==> config.mk <==
export PLATFORM = sky130hd
export DESIGN_NAME = mem_stage
export DESIGN_NICKNAME = d
export VERILOG_FILES = /design/src/rtl/mem_stage.sv
export SDC_FILE = /design/constraint.sdc
export NUM_CORES = 1
export LEC_CHECK = 0
export CAP_MARGIN = 20
export CORE_MARGIN = 2
export CORE_UTILIZATION = 45
export CTS_CLUSTER_SIZE = 25
export DETAILED_ROUTE_END_ITERATION = 12
export PLACE_DENSITY = 0.77
export SETUP_SLACK_MARGIN = 0.2
export SYNTH_ARGS = -nofsm -noshare
export SYNTH_HDL_FRONTEND = slang
export SYNTH_SLANG_ARGS = --single-unit
==> constraint.sdc <==
create_clock -name clk -period 2 [get_ports clk]
set_clock_uncertainty 0.2 [all_clocks]
set_input_delay 0.4 -clock clk [delete_from_list [all_inputs] [get_ports clk]]
set_output_delay 0.4 -clock clk [all_outputs]
set_load 0.01 [all_outputs]
==> src/rtl/mem_stage.sv <==
// Memory-access stage: drives the data-memory bus, aligns stores, extracts loads, registers MEM/WB.
// Latency: 1 edge for non-memory ops and traps; 2 or more edges for bus ops (ends on dmem_ready).
// Backpressure: mem_stall holds upstream while a transfer is outstanding; the bus request is held until dmem_ready.
module mem_stage #(
  parameter int XLEN = 64
) (
  input  logic              clk,
  input  logic              resetn,
  input  logic [XLEN-1:0]   alu_result,
  input  logic [XLEN-1:0]   rs2_data,
  input  logic [XLEN-1:0]   pc_in,
  input  logic [4:0]        rd,
  input  logic [2:0]        funct3,
  input  logic              reg_write_enable,
  input  logic              mem_read,
  input  logic              mem_write,
  input  logic              trap_in,
  input  logic [3:0]        trap_cause_in,
  input  logic              flush,
  output logic              dmem_req,
  output logic              dmem_we,
  output logic [XLEN-1:0]   dmem_addr,
  output logic [XLEN-1:0]   dmem_wdata,
  output logic [XLEN/8-1:0] dmem_wstrb,
  input  logic [XLEN-1:0]   dmem_rdata,
  input  logic              dmem_ready,
  output logic [XLEN-1:0]   wb_data,
  output logic [XLEN-1:0]   pc_out,
  output logic [4:0]        rd_out,
  output logic              reg_write_enable_out,
  output logic              trap_out,
  output logic [3:0]        trap_cause_out,
  output logic              mem_stall
);

  localparam int NB  = XLEN / 8;
  localparam int OFS = $clog2(NB);

  localparam logic [3:0] CAUSE_ILLEGAL   = 4'd2;
  localparam logic [3:0] CAUSE_LD_MISALN = 4'd4;
  localparam logic [3:0] CAUSE_ST_MISALN = 4'd6;

  typedef enum logic {IDLE, BUSY} state_t;

  state_t state_q, state_d;

  // Context of the outstanding bus op, captured when leaving IDLE
  logic [4:0]      rd_q, rd_d;
  logic            rwe_q, rwe_d;
  logic [XLEN-1:0] pc_q, pc_d;
  logic [XLEN-1:0] alu_q, alu_d;
  logic [2:0]      f3_q, f3_d;
  logic [OFS-1:0]  lane_q, lane_d;
  logic            load_q, load_d;
  logic            kill_q, kill_d;

  // Next values of the registered outputs
  logic              req_d, we_d;
  logic [XLEN-1:0]   addr_d, wdata_d;
  logic [NB-1:0]     wstrb_d;
  logic [XLEN-1:0]   wb_data_d, pc_out_d;
  logic [4:0]        rd_out_d;
  logic              rwe_out_d, trap_d;
  logic [3:0]        cause_d;

  // Decode of the incoming op
  logic              is_mem;
  logic [OFS-1:0]    lane;
  logic [OFS-1:0]    size_mask;
  logic              misaligned;
  logic              bad_f3;
  logic [NB-1:0]     strb_base;
  logic [NB-1:0]     store_strb;
  logic [XLEN-1:0]   store_data;
  logic [XLEN-1:0]   load_shifted;
  logic [XLEN-1:0]   load_value;

  // Decode size, alignment, legality and store lane placement of the incoming op
  always_comb begin
    is_mem     = mem_read | mem_write;
    lane       = alu_result[OFS-1:0];
    size_mask  = OFS'((4'd1 << funct3[1:0]) - 4'd1);
    misaligned = (lane & size_mask) != '0;
    if (mem_read) begin
      bad_f3 = (funct3 == 3'b111) ||
               ((XLEN == 32) && ((funct3 == 3'b011) || (funct3 == 3'b110)));
    end else begin
      bad_f3 = funct3[2] || ((XLEN == 32) && (funct3 == 3'b011));
    end
    strb_base = '0;
    for (int i = 0; i < NB; i++) begin
      strb_base[i] = (i < (1 << funct3[1:0]));
    end
    store_strb = strb_base << lane;
    store_data = rs2_data << {lane, 3'b000};
  end

  // Select the addressed bytes of the returned word and extend them to XLEN
  always_comb begin
    load_shifted = dmem_rdata >> {lane_q, 3'b000};
    case (f3_q)
      3'b000:  load_value = XLEN'($signed(load_shifted[7:0]));
      3'b001:  load_value = XLEN'($signed(load_shifted[15:0]));
      3'b010:  load_value = XLEN'($signed(load_shifted[31:0]));
      3'b011:  load_value = load_shifted;
      3'b100:  load_value = XLEN'(load_shifted[7:0]);
      3'b101:  load_value = XLEN'(load_shifted[15:0]);
      3'b110:  load_value = XLEN'(load_shifted[31:0]);
      default: load_value = '0;
    endcase
  end

  // Next-state, stall and next MEM/WB / bus values
  always_comb begin
    state_d   = state_q;
    mem_stall = 1'b0;
    req_d     = dmem_req;
    we_d      = dmem_we;
    addr_d    = dmem_addr;
    wdata_d   = dmem_wdata;
    wstrb_d   = dmem_wstrb;
    wb_data_d = wb_data;
    pc_out_d  = pc_out;
    rd_out_d  = rd_out;
    rwe_out_d = reg_write_enable_out;
    trap_d    = trap_out;
    cause_d   = trap_cause_out;
    rd_d      = rd_q;
    rwe_d     = rwe_q;
    pc_d      = pc_q;
    alu_d     = alu_q;
    f3_d      = f3_q;
    lane_d    = lane_q;
    load_d    = load_q;
    kill_d    = kill_q;

    case (state_q)
      IDLE: begin
        kill_d    = 1'b0;
        // Bubble unless an instruction retires below; a bus op also leaves a
        // bubble in MEM/WB while it waits, so WB never sees a stale duplicate.
        wb_data_d = '0;
        pc_out_d  = '0;
        rd_out_d  = '0;
        rwe_out_d = 1'b0;
        trap_d    = 1'b0;
        cause_d   = '0;
        if (flush) begin
          // killed instruction: bubble, no request
        end else if (trap_in) begin
          wb_data_d = alu_result;
          pc_out_d  = pc_in;
          rd_out_d  = rd;
          trap_d    = 1'b1;
          cause_d   = trap_cause_in;
        end else if (is_mem && bad_f3) begin
          wb_data_d = alu_result;
          pc_out_d  = pc_in;
          rd_out_d  = rd;
          trap_d    = 1'b1;
          cause_d   = CAUSE_ILLEGAL;
        end else if (is_mem && misaligned) begin
          wb_data_d = alu_result;
          pc_out_d  = pc_in;
          rd_out_d  = rd;
          trap_d    = 1'b1;
          cause_d   = mem_read ? CAUSE_LD_MISALN : CAUSE_ST_MISALN;
        end else if (is_mem) begin
          mem_stall = 1'b1;
          state_d   = BUSY;
          req_d     = 1'b1;
          we_d      = mem_write;
          addr_d    = {alu_result[XLEN-1:OFS], {OFS{1'b0}}};
          wdata_d   = mem_write ? store_data : '0;
          wstrb_d   = mem_write ? store_strb : '0;
          rd_d      = rd;
          rwe_d     = reg_write_enable;
          pc_d      = pc_in;
          alu_d     = alu_result;
          f3_d      = funct3;
          lane_d    = lane;
          load_d    = mem_read;
        end else begin
          wb_data_d = alu_result;
          pc_out_d  = pc_in;
          rd_out_d  = rd;
          rwe_out_d = reg_write_enable;
        end
      end
      BUSY: begin
        mem_stall = !dmem_ready;
        if (dmem_ready) begin
          state_d = IDLE;
          req_d   = 1'b0;
          we_d    = 1'b0;
          addr_d  = '0;
          wdata_d = '0;
          wstrb_d = '0;
          kill_d  = 1'b0;
          if (kill_q || flush) begin
            // transfer completed on the bus but the instruction was killed
            wb_data_d = '0;
            pc_out_d  = '0;
            rd_out_d  = '0;
            rwe_out_d = 1'b0;
          end else begin
            wb_data_d = load_q ? load_value : alu_q;
            pc_out_d  = pc_q;
            rd_out_d  = rd_q;
            rwe_out_d = rwe_q;
          end
          trap_d  = 1'b0;
          cause_d = '0;
        end else if (flush) begin
          kill_d = 1'b1;
        end
      end
      default: state_d = IDLE;
    endcase
  end

  // FSM state register
  always_ff @(posedge clk or negedge resetn) begin
    if (!resetn) state_q <= IDLE;
    else         state_q <= state_d;
  end

  // Bus outputs, MEM/WB bundle and outstanding-op context
  always_ff @(posedge clk or negedge resetn) begin
    if (!resetn) begin
      dmem_req             <= 1'b0;
      dmem_we              <= 1'b0;
      dmem_addr            <= '0;
      dmem_wdata           <= '0;
      dmem_wstrb           <= '0;
      wb_data              <= '0;
      pc_out               <= '0;
      rd_out               <= '0;
      reg_write_enable_out <= 1'b0;
      trap_out             <= 1'b0;
      trap_cause_out       <= '0;
      rd_q                 <= '0;
      rwe_q                <= 1'b0;
      pc_q                 <= '0;
      alu_q                <= '0;
      f3_q                 <= '0;
      lane_q               <= '0;
      load_q               <= 1'b0;
      kill_q               <= 1'b0;
    end else begin
      dmem_req             <= req_d;
      dmem_we              <= we_d;
      dmem_addr            <= addr_d;
      dmem_wdata           <= wdata_d;
      dmem_wstrb           <= wstrb_d;
      wb_data              <= wb_data_d;
      pc_out               <= pc_out_d;
      rd_out               <= rd_out_d;
      reg_write_enable_out <= rwe_out_d;
      trap_out             <= trap_d;
      trap_cause_out       <= cause_d;
      rd_q                 <= rd_d;
      rwe_q                <= rwe_d;
      pc_q                 <= pc_d;
      alu_q                <= alu_d;
      f3_q                 <= f3_d;
      lane_q               <= lane_d;
      load_q               <= load_d;
      kill_q               <= kill_d;
    end
  end

endmodule

==> results of run 1 <==
-- cell type report --
class,count,area [um2],share of cell area [%]
Clock inverter,15,201,0.557
Inverter,21,78.8,0.218
Timing Repair Buffer,1081,11400,31.5
Antenna cell,10,25.0,0.0692
Clock buffer,64,1290,3.57
Sequential cell,414,10400,28.7
Multi-Input combinational cell,1502,12000,33.3
Tap cell,600,751,2.08
-- final timing paths --
kind	from	to	slack, ns
worst max-delay path	alu_q[1]$_DFFE_PN0P_	wb_data[61]$_DFFE_PN0N_	-0.39
worst min-delay path	resetn	dmem_addr[33]$_DFFE_PN0P_	0.08
worst max register to register	alu_q[1]$_DFFE_PN0P_	wb_data[61]$_DFFE_PN0N_	-0.39
worst min register to register	alu_q[32]$_DFFE_PN0P_	alu_q[32]$_DFFE_PN0P_	0.27
max in group asynchronous	resetn	pc_q[55]$_DFFE_PN0P_	0.73
min in group clk	funct3[0]	f3_q[0]$_DFFE_PN0P_	0.08
-- layer usage --
metal	global-route usage [%]	routed length, um
met3	11.5	10900
met2	65.6	49500
met4	23.1	7840
met5	0	74
met1	49.1	36900
-- per-stage QoR --
step           setup WS (ns)  hold slack (ns)
2_1_floorplan        -0.0600          -0.0956
5_1_grt               -0.455           0.0597
3_3_place_gp          -0.883           0.0820
3_5_place_dp          -0.893           0.0854
6_report              -0.389           0.0777
4_1_cts               -0.350           0.0286
-- synth_stat cells (3+ instances only) --
library cell,count
and3_1,20
o21ai_0,106
inv_1,19
mux2_4,3
o21ai_1,56
o21a_1,4
a222oi_1,12
buf_6,10
nand2_1,509
nand3_1,7
a22o_1,93
buf_2,69
a221o_1,12
a2bb2oi_1,6
o2bb2ai_1,16
a22oi_1,61
a21o_1,3
a31oi_1,22
a211oi_1,28
mux2_2,26
nor2_1,150
buf_1,6
nor4_2,16
mux4_2,21
nor4_1,16
dfrtp_1,414
a21oi_1,25
nor2b_1,19
nor3_1,12
clkbuf_1,93
buf_4,13
nand2b_1,16
o22ai_1,23
and2_1,3
a221oi_1,66
mux2i_1,109
-- power groups by stage --
stage	Clock (mW)	Combinational, mW	Sequential (mW)
2_1_floorplan	0	4.90	10.9
3_3_place_gp	0	9.71	10.8
3_5_place_dp	0	9.91	10.9
4_1_cts	8.64	11.8	10.8
5_1_grt	9.03	13.7	11.1
6_report	8.68	13.1	11.0
-- flip-flops by register name (all words and copies together) (netlist names) --
| register | count |
|---|---|
| trap_out | 1 |
| dmem_wstrb | 8 |
| f3_q | 3 |
| dmem_wdata | 64 |
| dmem_we | 1 |
| dmem_req | 1 |
| rd_q | 5 |
| trap_cause_out | 4 |
| state_q | 1 |
| wb_data | 64 |
| pc_out | 64 |
| rwe_q | 1 |
| dmem_addr | 61 |
| load_q | 1 |
| pc_q | 64 |
| alu_q | 64 |
| reg_write_enable_out | 1 |
| kill_q | 1 |
| rd_out | 5 |
-- timing repair --
item                                     CTS  global route
setup buffers                            113            25
pin swaps                                187           186
hold buffers                               1             0
gates cloned                              68             9
endpoints found under the setup margin   683           422
hold endpoints to repair                 323             0
gates resized for setup                 1506           376
-- logic make-up after synthesis --
logic type      after synthesis  synth area share (%)
other cells                   1                0.0181
simple gates                783                  16.3
compound gates              556                  19.4
flops                       414                  50.0
buf+inv                     214                  5.05
mux                         160                  9.29
==> results.yml, run 1 <==
run_status:
  status: "finished with violations"
  violations: "negative setup slack"
power:
  power_density_mw_per_mm2: 909
  max-vdd-ir-drop_v: 0.000839
  p_sw_mw: 11.5
  combPwrFrac_pct: 39.9
  internal_power_mw: 21.3
  seqPwrFrac_pct: 33.6
  clkPwrFrac_pct: 26.4
  power_mw: 32.8
  switching_share_pct: 35.1
  p_leak_nw: 17.5
clock_network:
  clockBufferDepth: 3
  insertion_delay_ns: 0.59
  cts_tree: "built"
  clkTransAtPathRegs_ns: 0.06
  cts_made_buffers: 44
  htreeDepth: 2
  cts-root-buf: "clkbuf_16"
  cts.sinks: 414
routing:
  antenna_left: 0
  drc_errors: 0
  vias_per_cell: 6.33
  post_drt_wl_per_cell_um: 28.4
  dr.first_iter.drc_count: 2989
  vias: 23400
  routed_wl_mm: 105
  dr.pass1.iters: 8
sta:
  fmax_mhz: 419
  final_hold_viol_count: 0
  period_needed_ns: 2.39
  drv_slew: 0
  rsz0062_at_grt: "true"
  setup_tns_ns: -32.29
  finalSetupViolCount: 304
  maxSlewHeadroom_pct: 64.7
  worst_slew_pin_slew_ns: 0.515
  final.period_utilization_pct: 119
  worst_slack_ns: -0.389
synthesis:
  avgSynthCellArea_um2: 9.74
  syn_inst: 2128
  syn-cell-area_mm2: 0.0207
  seq_area_frac_synth_pct: 50.0
  synth-edff-count: 0
  async_flop_share_pct: 100
  ys_types: 70
  synth_top_area_share_pct: 50.0
  ys_ff_latch: 414
  ys_dominant_reg_cell: "dfrtp_1"
  yosysTopAreaCell: "dfrtp_1"
  ys_top_cells_by_area: "dfrtp_1 50%, nand2_1 9.2%, mux2i_1 5.3%"
  ys_warn_count: 0
job:
  drv_cap: 0
worst_setup_path:
  slowest_delay_ns: 0.55
  rr_worst_depth: 8
  critical_path.cell_chain: "mux2i_2 -> a22o_1 -> o31ai_4 -> buf_6 -> buf_12 -> buf_16 -> nor4_4 -> o21ai_1"
  critical_path.slowest_cell: "dfrtp_4"
  cp_num_buf_inv: 3
  cp_max_fo: 8
  worstSetupPathType: "reg -> reg"
  cp_top_family: "flip-flops"
  cp-start-kind: "register"
  worst-path-stages: 8
  end_kind: "register"
  required_ns: 2.26
  worstPathArrival_ns: 2.65
floorplan:
  rows: 78
  core_mm2: 0.0454
  ios: 554
  dieArea_mm2: 0.0478
  die_x_um: 219
  initial_core_util_pct: 45.6
  die_y_um: 219
place:
  io_buffers: 550
  dp.final_hpwl_mm: 63.1
  dp_cells: 3402
  place.gp.congestion: 0.984
  postPlaceCellArea_mm2: 0.0297
cells_and_area:
  fin_cells: 3707
  final_layout_size_suffix_gt1_share_pct: 46.1
  layout.cells.most_common: "dfrtp_1"
  fin_util_pct: 79.6
  n_fill_cell: 2636
  final_area_mm2: 0.0361
  final_cell_mix: "406 x dfrtp_1, 266 x buf_2, 265 x buf_4"
  syn_to_final_growth_pct: 74.5
  nNetsFinal: 3340
grt:
  antenna_found_initial: 16
  grt_pass1_wl_mm: 146
  grt_usage_pct: 40.8
  overflow: 0
  grt_pass1_vias: 23200
  grt_start_max_net_pins: 79
min_path:
  hold_class: "in -> async"
Power figures use the tool's default switching activity.
==> run 2: changes to the inputs <==
CORE_AREA = 2 2 213 215   (was not set)
CORE_MARGIN = not set   (was 2)
CORE_UTILIZATION = not set   (was 45)
DIE_AREA = 0 0 215 217   (was not set)
SLEW_MARGIN = 15   (was not set)
clock period = 3 ns   (was 2 ns; I/O delays follow)
==> run 2 against run 1 <==
  * The run now ends clean
  * Sequential power decreased by 35%
  * Flip-flop and latch count unchanged
  * Routed wire length decreased by 26%
  * Critical path depth decreased by 1
  * Critical path type unchanged
  * Largest cell class is now registers
  * Highest routed layer unchanged
==> results.yml, run 2 (same netlist as run 1, synthesis figures left out) <==
place:
  place.gp.congestion: 0.982
  postPlaceCellArea_mm2: 0.0274
  dp.final_hpwl_mm: 56.0
  io_buffers: 550
  dp_slack_ns: -0.171
  dp_cells: 3212
floorplan:
  core_mm2: 0.0447
  die_x_um: 215
  ios: 554
  initial_core_util_pct: 46.3
  dieArea_mm2: 0.0467
  rows: 78
  die_y_um: 217
cells_and_area:
  fin_util_pct: 64.8
  layout.cells.most_common: "clkdlybuf4s50_1"
  syn_to_final_growth_pct: 39.9
  final_cell_mix: "543 x clkdlybuf4s50_1, 508 x nand2_1, 410 x dfrtp_1"
  ff_latch_area_mm2: 0.0104
  n_fill_cell: 3624
  nNetsFinal: 2938
  multiInputGateArea_mm2: 0.00938
  final_area_mm2: 0.0290
  final_layout_size_suffix_gt1_share_pct: 11.1
  fin_cells: 3302
power:
  max-vdd-ir-drop_v: 0.000397
  power_mw: 18.6
  p_leak_nw: 13.2
  power_density_mw_per_mm2: 641
sta:
  worst_slew_pin_slew_ns: 0.915
  fmax_mhz: 366
  setup_tns_ns: 0
  rsz0062_at_grt: "false"
  finalSetupViolCount: 0
  drv_slew: 0
  hold_ws_ns: 0.268
  final_hold_viol_count: 0
  final.period_utilization_pct: 91.1
  maxSlewHeadroom_pct: 39.0
  worst_slack_ns: 0.266
  period_needed_ns: 2.73
worst_setup_path:
  cp_num_buf_inv: 2
  worst-path-stages: 7
  critPathCapture: "wb_data[38]$_DFFE_PN0N_"
  rr_startpoint: "alu_q[1]$_DFFE_PN0P_"
  reg2reg_slack_ns: 0.27
  cp-start-kind: "register"
  rr_worst_depth: 7
  critical_path.slowest_cell: "dfrtp_4"
  required_ns: 3.26
  critical_path.cell_chain: "mux2i_1 -> a22oi_1 -> and3_2 -> buf_12 -> nor4_1 -> buf_4 -> o21ai_1"
  regToRegEndpoint: "wb_data[38]$_DFFE_PN0N_"
  cp_top_family: "simple AND/OR/NAND/NOR gates"
  worstSetupPathType: "reg -> reg"
  slowest_delay_ns: 0.61
  startpoint: "alu_q[1]$_DFFE_PN0P_"
  worstPathArrival_ns: 2.99
  end_kind: "register"
  cp_max_fo: 24
clock_network:
  clkTransAtPathRegs_ns: 0.06
  cts.sinks: 414
  insertion_delay_ns: 0.58
  cts_tree: "built"
  htreeDepth: 2
  clockBufferDepth: 3
  cts_made_buffers: 46
  cts-root-buf: "clkbuf_16"
grt:
  grt_pass1_vias: 19800
  grt_start_max_net_pins: 84
  overflow: 0
  grt_usage_pct: 32.8
  antenna_found_initial: 8
  grt_pass1_wl_mm: 119
job:
  drv_cap: 0
min_path:
  hold_class: "reg -> reg"
run_status:
  status: "completed"
routing:
  dr.pass1.iters: 6
  vias_per_cell: 5.94
  antenna_left: 0
  routed_wl_mm: 77.8
  drc_errors: 0
  dr.first_iter.drc_count: 2125
  post_drt_wl_per_cell_um: 23.6
  vias: 19600
run 2: changes by cell type in the layout (fill, tap and decap cells not counted), moves of 71 or more:
cell and delta:
nand2_2 -165, nand2_4 -113, buf_16 -71, buf_4 -174, clkdlybuf4s50_1 +279, buf_2 -265
nand2_1 +278
run 2: worst min-delay path by stage:
stage | startpoint | to | slack [ns] | cells past startpoint
finish | alu_q[33]$_DFFE_PN0P_ | alu_q[33]$_DFFE_PN0P_ | 0.27 | 2
global route | alu_q[55]$_DFFE_PN0P_ | alu_q[55]$_DFFE_PN0P_ | 0.29 | 2
CTS | alu_q[60]$_DFFE_PN0P_ | alu_q[60]$_DFFE_PN0P_ | 0.27 | 2
detailed placement | alu_q[33]$_DFFE_PN0P_ | alu_q[33]$_DFFE_PN0P_ | 0.26 | 2
global placement | alu_q[57]$_DFFE_PN0P_ | alu_q[57]$_DFFE_PN0P_ | 0.25 | 2
floorplan | resetn | alu_q[0]$_DFFE_PN0P_ | 0.10 | 0
run 2: area by class of cell:
cell class	count	share of cell area, %
multi-input combinational	1502	32.4
sequential	414	35.8
clock inverter	18	0.656
clock buffer	63	4.43
antenna	7	0.0605
timing repair buffer	677	23.8
inverter	21	0.272
tap	600	2.59
run 2: routing by layer:
metal / part of all wire, % / vias up / global-route usage (%)
met1: 38 / 9676 / 40.5
met4: 5.7 / 4 / 17.4
met2: 47 / 1006 / 53.0
met3: 9.1 / 214 / 8.81
li1: - / 8699 / -
met5: 0.035 / - / 0
run 2: report_power, final:
| group | total, mW | leakage [nW] | switching (mW) | internal [mW] |
|---|---|---|---|---|
| clock network | 5.59 | 0.730 | 2.33 | 3.26 |
| registers | 7.15 | 5.39 | 0.638 | 6.51 |
| logic | 5.85 | 7.04 | 3.03 | 2.82 |
run 2: worst reg2reg max path, stage by stage, from the launching register on:
cell and delay (ns):
dfrtp_4 0.61, mux2i_1 0.39, a22oi_1 0.16, and3_2 0.29, buf_12 0.19, nor4_1 0.52, buf_4 0.20, o21ai_1 0.06
run 2: what timing repair did:
action                                  in CTS  in global routing
gates resized for setup                      5                  4
setup buffers                                0                  1
endpoints found under the setup margin       1                  3
endpoints found under the hold margin       67                  0
hold buffers                                 1                  0
==> run 3: changes to the inputs <==
SETUP_SLACK_MARGIN = 0.3   (was 0.2)
==> run 3 against run 2 <==
  * Sequential power hardly changed
  * Final area hardly changed
  * Core utilization hardly changed
  * Worst setup slack better by 0.091 ns
  * Largest power group unchanged
  * Largest cell class unchanged
==> results.yml, run 3 (same netlist as run 1, synthesis figures left out) <==
sta:
  final_hold_viol_count: 0
  drv_slew: 0
  maxSlewHeadroom_pct: 37.3
  finalSetupViolCount: 0
  worst_slew_pin_slew_ns: 0.940
  final.period_utilization_pct: 88.1
  fmax_mhz: 378
  setup_tns_ns: 0
  period_needed_ns: 2.64
  rsz0062_at_grt: "false"
cells_and_area:
  n_fill_cell: 3622
  layout.cells.most_common: "clkdlybuf4s50_1"
  syn_to_final_growth_pct: 39.9
  final_cell_mix: "543 x clkdlybuf4s50_1, 508 x nand2_1, 410 x dfrtp_1"
  fin_util_pct: 64.8
  final_area_mm2: 0.0290
  final_layout_size_suffix_gt1_share_pct: 11.2
  nNetsFinal: 2938
grt:
  grt_start_max_net_pins: 84
  grt_usage_pct: 32.9
  grt_pass1_vias: 19800
  antenna_found_initial: 8
  overflow: 0
  grt_pass1_wl_mm: 119
clock_network:
  cts_made_buffers: 46
  cts_tree: "built"
  cts-root-buf: "clkbuf_16"
  clkTransAtPathRegs_ns: 0.06
  cts.sinks: 414
  insertion_delay_ns: 0.58
  htreeDepth: 2
  clockBufferDepth: 3
worst_setup_path:
  critical_path.cell_chain: "mux2i_1 -> a22oi_1 -> and3_2 -> buf_12 -> nor4_1 -> o21ai_1"
  required_ns: 3.24
  end_kind: "register"
  cp-start-kind: "register"
  critical_path.slowest_cell: "dfrtp_4"
  cp_num_buf_inv: 1
  worstPathArrival_ns: 2.88
  cp_top_family: "simple AND/OR/NAND/NOR gates"
  worstSetupPathType: "reg -> reg"
  slowest_delay_ns: 0.61
  cp_max_fo: 16
floorplan:
  initial_core_util_pct: 46.3
  die_x_um: 215
  core_mm2: 0.0447
  die_y_um: 217
  dieArea_mm2: 0.0467
  rows: 78
  ios: 554
power:
  combPwrFrac_pct: 31.5
  internal_power_mw: 12.6
  power_density_mw_per_mm2: 641
  power_mw: 18.6
  max-vdd-ir-drop_v: 0.000398
  clkPwrFrac_pct: 30.1
  seqPwrFrac_pct: 38.5
  p_leak_nw: 13.1
  p_sw_mw: 5.99
  switching_share_pct: 32.3
routing:
  wl_met2_mm: 36.8
  dr.first_iter.drc_count: 2210
  vias_per_cell: 5.96
  wl_met3_mm: 7.12
  routed_wl_mm: 77.9
  drc_errors: 0
  met1_length_mm: 29.7
  vias: 19700
  top_layer_used: "met5"
  dr.pass1.iters: 6
  post_drt_wl_per_cell_um: 23.6
  antenna_left: 0
job:
  drv_cap: 0
place:
  place.gp.congestion: 0.982
  io_buffers: 550
  postPlaceCellArea_mm2: 0.0274
  dp.final_hpwl_mm: 56.0
run_status:
  status: "completed"
min_path:
  hold_class: "reg -> reg"
## run 3: metal layers
layer / up-vias / GRT usage, %
li1: 8698 / -
met1: 9756 / 40.7
met2: 1015 / 53.1
met3: 208 / 8.68
met4: 4 / 17.4
met5: - / 0
## run 3: final timing paths
path                                        from                   endpoint  slack [ns]  cells after the start
hold / removal             alu_q[16]$_DFFE_PN0P_      alu_q[16]$_DFFE_PN0P_        0.27                      2
hold reg to reg            alu_q[16]$_DFFE_PN0P_      alu_q[16]$_DFFE_PN0P_        0.27                      2
max in group asynchronous                 resetn   dmem_addr[3]$_DFFE_PN0P_        1.32                      3
setup reg to reg            alu_q[1]$_DFFE_PN0P_    wb_data[35]$_DFFE_PN0N_        0.36                      6
setup / recovery            alu_q[1]$_DFFE_PN0P_    wb_data[35]$_DFFE_PN0N_        0.36                      6
min in group asynchronous                 resetn  dmem_wstrb[0]$_DFFE_PN0P_        0.39                      2
## run 3: power by group through the flow
stage	logic, mW	registers, mW	clock network [mW]
3_3_place_gp	5.65	7.18	0
5_1_grt	6.25	7.25	5.91
6_report	5.85	7.15	5.59
4_1_cts	5.82	7.13	5.68
2_1_floorplan	2.94	7.23	0
3_5_place_dp	5.76	7.22	0
## run 3: layout make-up
cell class              instances  area, um2  share of cell area [%]
well taps                     600        751                    2.59
multi-input cells            1502       9390                    32.4
flip-flops and latches        414      10400                    35.8
repair buffers                677       6900                    23.8
clock buffers                  63       1280                    4.43
clock inverters                18        190                   0.656
diodes                          7       17.5                  0.0604
inverters                      21       78.8                   0.272
## run 3: metrics by stage
stage                     setup WS (ns)  hold slack [ns]  cells
after floorplan                   0.376            0.104   2130
after global placement           -0.143            0.252   3212
after detailed placement         -0.171            0.257   3212
after CTS                         0.309            0.271   3295
after global routing              0.302            0.292   3301
final                             0.357            0.268   3302
## run 3: timing repair
| action | in CTS | in global routing |
|---|---|---|
| hold buffers | 1 | 0 |
| pin swaps | 0 | 1 |
| resized for setup | 8 | 4 |
| endpoints found under the setup margin | 2 | 4 |
| hold endpoints to repair | 67 | 0 |
| setup buffers | 1 | 0 |
## run 3: worst register-to-register path, cell delays in order, from the launching register on
cell     delay, ns
dfrtp_4       0.61
mux2i_1       0.39
a22oi_1       0.16
and3_2        0.29
buf_12        0.18
nor4_1        0.54
o21ai_1       0.14
